## src/rtl/decode_stage.sv

```systemverilog
// Instruction-decode stage: field decode, 32x32 register file with write-back
// bypass, A/B operand select, RAW hazard stall and the pipeline register to execute.
module decode_stage #(
  parameter int DATA_BITS             = 32,
  parameter int reg_addr_width        = 5,
  parameter int PROGRAM_COUNTER_WIDTH = 32
) (
  input  logic                             clk,
  input  logic                             rst_n,
  input  logic [31:0]                      instr,
  input  logic [PROGRAM_COUNTER_WIDTH-1:0] pc_in,
  input  logic                             flush,
  input  logic                             wb_RW,
  input  logic [reg_addr_width-1:0]        wb_DA,
  input  logic [DATA_BITS-1:0]             wb_data,
  output logic                             stall,
  output logic                             RW,
  output logic                             MW,
  output logic                             PS,
  output logic [reg_addr_width-1:0]        DA,
  output logic [1:0]                       MD,
  output logic [1:0]                       BS,
  output logic [3:0]                       FS,
  output logic [reg_addr_width-1:0]        SH,
  output logic [DATA_BITS-1:0]             BUSA,
  output logic [DATA_BITS-1:0]             BUSB,
  output logic [PROGRAM_COUNTER_WIDTH-1:0] pc_min_two
);

  localparam int NREGS = 1 << reg_addr_width;

  localparam logic [6:0] OP_ADD = 7'b0000010;
  localparam logic [6:0] OP_SUB = 7'b0000101;
  localparam logic [6:0] OP_AND = 7'b0001000;
  localparam logic [6:0] OP_OR  = 7'b0001001;
  localparam logic [6:0] OP_XOR = 7'b0001010;
  localparam logic [6:0] OP_LSR = 7'b0001101;
  localparam logic [6:0] OP_LSL = 7'b0001110;
  localparam logic [6:0] OP_LD  = 7'b0010000;
  localparam logic [6:0] OP_ST  = 7'b0100000;
  localparam logic [6:0] OP_ADI = 7'b0100010;
  localparam logic [6:0] OP_SLT = 7'b1100101;
  localparam logic [6:0] OP_BZ  = 7'b1100000;
  localparam logic [6:0] OP_BNZ = 7'b1001000;
  localparam logic [6:0] OP_JMP = 7'b1110000;
  localparam logic [6:0] OP_JML = 7'b0110000;

  typedef struct packed {
    logic       rw;
    logic [1:0] md;
    logic [1:0] bs;
    logic       ps;
    logic       mw;
    logic [3:0] fs;
    logic       mb;
    logic       ma;
    logic       cs;
  } ctrl_t;

  logic [6:0]                op;
  logic [reg_addr_width-1:0] dr;
  logic [reg_addr_width-1:0] sa;
  logic [reg_addr_width-1:0] sb;
  logic [reg_addr_width-1:0] shamt;
  logic [14:0]               im;

  assign op    = instr[31:25];
  assign dr    = instr[20 +: reg_addr_width];
  assign sa    = instr[15 +: reg_addr_width];
  assign sb    = instr[10 +: reg_addr_width];
  assign shamt = instr[0 +: reg_addr_width];
  assign im    = instr[14:0];

  ctrl_t ctrl;

  // Control word layout: rw md bs ps mw fs mb ma cs; unknown opcodes fall to NOP.
  always_comb begin
    ctrl = '0;
    case (op)
      OP_ADD: ctrl = ctrl_t'(14'b1_00_00_0_0_0010_0_0_0);
      OP_SUB: ctrl = ctrl_t'(14'b1_00_00_0_0_0101_0_0_0);
      OP_AND: ctrl = ctrl_t'(14'b1_00_00_0_0_1000_0_0_0);
      OP_OR:  ctrl = ctrl_t'(14'b1_00_00_0_0_1001_0_0_0);
      OP_XOR: ctrl = ctrl_t'(14'b1_00_00_0_0_1010_0_0_0);
      OP_LSR: ctrl = ctrl_t'(14'b1_00_00_0_0_1101_0_0_0);
      OP_LSL: ctrl = ctrl_t'(14'b1_00_00_0_0_1110_0_0_0);
      OP_LD:  ctrl = ctrl_t'(14'b1_01_00_0_0_0000_0_0_0);
      OP_ST:  ctrl = ctrl_t'(14'b0_00_00_0_1_0000_0_0_0);
      OP_ADI: ctrl = ctrl_t'(14'b1_00_00_0_0_0010_1_0_1);
      OP_SLT: ctrl = ctrl_t'(14'b1_10_00_0_0_0101_0_0_0);
      OP_BZ:  ctrl = ctrl_t'(14'b0_00_01_0_0_0000_1_0_1);
      OP_BNZ: ctrl = ctrl_t'(14'b0_00_01_1_0_0000_1_0_1);
      OP_JMP: ctrl = ctrl_t'(14'b0_00_11_0_0_0000_1_0_1);
      OP_JML: ctrl = ctrl_t'(14'b1_00_11_0_0_0111_1_1_1);
      default: ctrl = '0;
    endcase
  end

  // Register file; entry 0 is never written and always reads as zero.
  logic [DATA_BITS-1:0] regs [NREGS];

  always_ff @(posedge clk) begin
    if (!rst_n) begin
      for (int i = 0; i < NREGS; i++) begin
        regs[i] <= '0;
      end
    end else if (wb_RW && wb_DA != '0) begin
      regs[wb_DA] <= wb_data;
    end
  end

  logic [DATA_BITS-1:0] rd_a;
  logic [DATA_BITS-1:0] rd_b;
  logic                 byp_a;
  logic                 byp_b;

  // A write landing this cycle is forwarded so the reader never sees stale data.
  assign byp_a = wb_RW && (wb_DA != '0) && (wb_DA == sa);
  assign byp_b = wb_RW && (wb_DA != '0) && (wb_DA == sb);

  always_comb begin
    rd_a = '0;
    rd_b = '0;
    if (sa != '0) rd_a = byp_a ? wb_data : regs[sa];
    if (sb != '0) rd_b = byp_b ? wb_data : regs[sb];
  end

  logic [DATA_BITS-1:0] konst;
  logic [DATA_BITS-1:0] busa_next;
  logic [DATA_BITS-1:0] busb_next;

  assign konst     = ctrl.cs ? {{(DATA_BITS-15){im[14]}}, im}
                             : {{(DATA_BITS-15){1'b0}}, im};
  assign busa_next = ctrl.ma ? DATA_BITS'(pc_in) : rd_a;
  assign busb_next = ctrl.mb ? konst : rd_b;

  logic reads_a;
  logic reads_b;
  logic hazard;

  assign reads_a = !ctrl.ma;
  assign reads_b = !ctrl.mb;
  assign hazard  = RW && (DA != '0) &&
                   ((reads_a && sa == DA) || (reads_b && sb == DA));

  // stall is a hold request to fetch: while high, fetch keeps instr/pc_in unchanged
  // and this stage issues a bubble; it drops the next cycle once the producer
  // has moved on to write-back and the bypass supplies its result.
  assign stall = !flush && hazard;

  always_ff @(posedge clk) begin
    if (!rst_n || flush || stall) begin
      RW         <= 1'b0;
      MW         <= 1'b0;
      PS         <= 1'b0;
      DA         <= '0;
      MD         <= '0;
      BS         <= '0;
      FS         <= '0;
      SH         <= '0;
      BUSA       <= '0;
      BUSB       <= '0;
      pc_min_two <= '0;
    end else begin
      RW         <= ctrl.rw;
      MW         <= ctrl.mw;
      PS         <= ctrl.ps;
      DA         <= dr;
      MD         <= ctrl.md;
      BS         <= ctrl.bs;
      FS         <= ctrl.fs;
      SH         <= shamt;
      BUSA       <= busa_next;
      BUSB       <= busb_next;
      pc_min_two <= pc_in;
    end
  end

endmodule

```

## config.mk

```make
export PLATFORM = sky130hd
export DESIGN_NAME = decode_stage
export DESIGN_NICKNAME = d
export VERILOG_FILES = /design/src/rtl/decode_stage.sv
export SDC_FILE = /design/constraint.sdc
export NUM_CORES = 2
export LEC_CHECK = 0
export BUFFER_PORTS_ARGS = -buffer_cell sky130_fd_sc_hd__buf_2
export CAP_MARGIN = 20
export CORE_ASPECT_RATIO = 0.7
export CORE_UTILIZATION = 55
export DETAILED_ROUTE_END_ITERATION = 8
export PLACE_DENSITY = 0.72
export SYNTH_ARGS = -nofsm -noshare
export SYNTH_HDL_FRONTEND = slang
export SYNTH_SLANG_ARGS = --single-unit
```

## constraint.sdc

```tcl
create_clock -name clk -period 8 [get_ports clk]
set_input_delay 0.4 -clock clk [delete_from_list [all_inputs] [get_ports clk]]
set_output_delay 0.4 -clock clk [all_outputs]
set_load 0.02 [all_outputs]
```

==> reports/metrics.cfg <==
[clock_network]
worst_setup_hold_path_clk_slew_ns=0.06
cts-htree-levels=3
cts_tree=done
cts_num_sinks=1141
max-clock-path-buffers=3
insertion_delay_ns=0.73
clock-root-buffer=clkbuf_16
total_clock_buffers_created_by_cts=107

[synthesis]
ys.warnings.count=0
dominantRegCellSynth=edfxtp_1
yosysTopAreaCellShare_pct=52.5
netlist_top_cells_area=edfxtp_1 52%, mux4_2 16%, and2_1 11%
yosys.cell_count.top_type=and2_1
post_synth_inst_count=4085
synth-seq-area-share_pct=56.5
synth-edff-count=1024
synth_top_area_cell=edfxtp_1
synth_cell_types=59
post_synth_most_frequent_cells=1036 x and2_1, 1024 x edfxtp_1, 408 x mux4_2
synth_async_sr_flop_share_pct=0
syn_area_um2=58600
synth.ff_latch_count=1141
synthesis.area_per_instance_um2=14.3

[sta]
grt_setup_unrepaired=no
max_freq_ghz=0.265
tmin_final_ns=3.78
timing.final.hold_violations=0
final.setup.tns_ns=0
timing.max_slew.rel_slack_pct=21.6
max_slew.worst_pin.slew_ns=1.18
clock-skew-final_ns=0.0299
setup_violations=0
setup_slack_ns=4.22
fin_worst_hold_slack_ns=0.0413
final_clock_period_utilization_by_the_worst_path_pct=47.2
final_slew_viol_count=0

[final_layout]
layout.nets=4260
final_cell_area_um2=65300
multi_input_comb_area_um2=24300
register_area_um2=33100
num-fill-cells=7676
area_growth_pct=11.4
final_layout_size_suffix_gt1_share_pct=23.4
finish.cell_count_without_fillers=5674
finish.utilization_pct=62.2

[detailed_routing]
drt-met1-wl_mm=73.3
met3_wirelength_mm=33.1
detail_route.iter0.violations=6579
max_used_layer=met5
drt-total-wl_mm=200
met2_wirelength_mm=82.7
first_pass_detailed_route_iteration_total=6
routed_via_density=7.05
ant_nets=0
drt-wirelength-per-cell_um=35.2
vias=39978
drc=0

[floorplanning]
placeableCoreArea_um2=105000
initial_utilization_pct=55.9
die_area_um2=108000
io_pins=223
placement_rows=99
fp.dieH_um=275
chipWidth_um=392

[place]
dp.final_hpwl_mm=122
dp.cells=5413
io_buffers=222
place.gp.congestion=0.949
post_dp_cell_area_um2=61200
pre_cts_slack_ns=4.19

[run]
max_cap_violations=0

[power_and_ir_drop]
power_frac_clock_pct=37.8
vdd.ir_drop.worst_mv=0.193
p_int_mw=10.4
leak_pwr_nw=23.2
power.density_cell_area_nw_per_um2=214
switching_power_mw=3.58
power.switching_fraction_pct=25.6
power_frac_comb_pct=11.9
power.sequential.fraction_pct=50.2
post-layout-total-power_mw=14.0

[grt]
number_of_global_route_vias_before_repair=38022
globalRouteOverflowTotal=0
grt_antenna_before_repair=18
grt_pass1_wl_mm=281
grt_max_degree=117
gr-usage-all-layers_pct=37.0

[status]
status=complete, no violations

[setup_path]
startpoint_type=input pin
critPathMaxFanout=10
cp-end-kind=primary output
crit_type=in2out
cp_data_arrival_time_ns=3.38
cp_data_required_time_ns=7.60
setup.reg_to_reg.worst_slack_ns=4.77

[hold_path]
hold_class=in2reg

## critical path, cell delays in order
cell	delay [ns]
dlygate4sd3_1	0.53
buf_2	0.19
nand2b_1	0.13
a21boi_0	0.28
a2bb2oi_2	0.69
a21oi_2	0.23
nor2_1	0.63
buf_2	0.30
## logic make-up (layout without fill, tap and decap cells)
logic type,Yosys count,in the layout,synth area share (%)
AND/OR/NAND/NOR,1307,1307,13.6
flip-flops,1141,1141,56.5
multiplexers,710,710,20.8
AO/OA/AOI/OAI,472,472,5.59
buffers and inverters,433,566,3.21
XOR/XNOR,21,21,0.314
other,1,43,0.00640
## repair_timing
item | CTS | global route
hold buffers | 41 | 0
setup buffers | 0 | 0
resized for setup | 0 | 0
endpoints found under the hold margin | 49 | 0
## state kept, by name, summed over array words and instances (netlist names)
register	flops
PS	1
MW	1
DA	5
FS	4
RW	1
MD	2
BUSB	32
BUSA	32
SH	5
regs	1024
BS	2
pc_min_two	32
## layout by cell type (no fill, tap or decap), types with 35 or more instances in the layout
master and instances:
a21oi_1 65, a22oi_1 197, and2_1 1035, buf_2 215
buf_4 84, clkbuf_16 109, dfxtp_1 117, dlygate4sd3_1 41
edfxtp_1 1024, mux2i_1 302, mux4_2 408, nand3_1 72
nand4_1 37, nor2b_1 35, o21ai_0 59
## area by class of cell
cell class | instances | area share (%)
Inverter | 1 | 0.00575
Tap cell | 1414 | 2.71
Clock buffer | 135 | 4.43
Timing Repair Buffer | 362 | 3.87
Multi-Input combinational cell | 2542 | 37.3
Antenna cell | 11 | 0.0422
Clock inverter | 68 | 0.985
Sequential cell | 1141 | 50.7
## per-layer routing
metal | vias up | GRT usage (%)
li1 | 15698 | -
met1 | 20045 | 51.6
met2 | 3649 | 51.6
met3 | 574 | 13.8
met4 | 12 | 17.3
met5 | - | 0
## power groups by stage
stage	sequential (mW)	combinational [mW]	clock [mW]
floorplan	7.09	0.992	0
global placement	7.10	1.58	0
finish	7.02	1.67	5.28
CTS	7.00	1.62	5.28
detailed placement	7.12	1.60	0
global route	7.04	1.71	5.50
## final timing paths
kind / from / endpoint / cells after the start
min: instr[27] / FS[2] / 3
max reg2reg: RW / BUSB[20] / 6
min reg2reg: regs[17][19] / BUSB[19] / 6
max: instr[29] / stall / 8
Power figures use the tool's default switching activity.
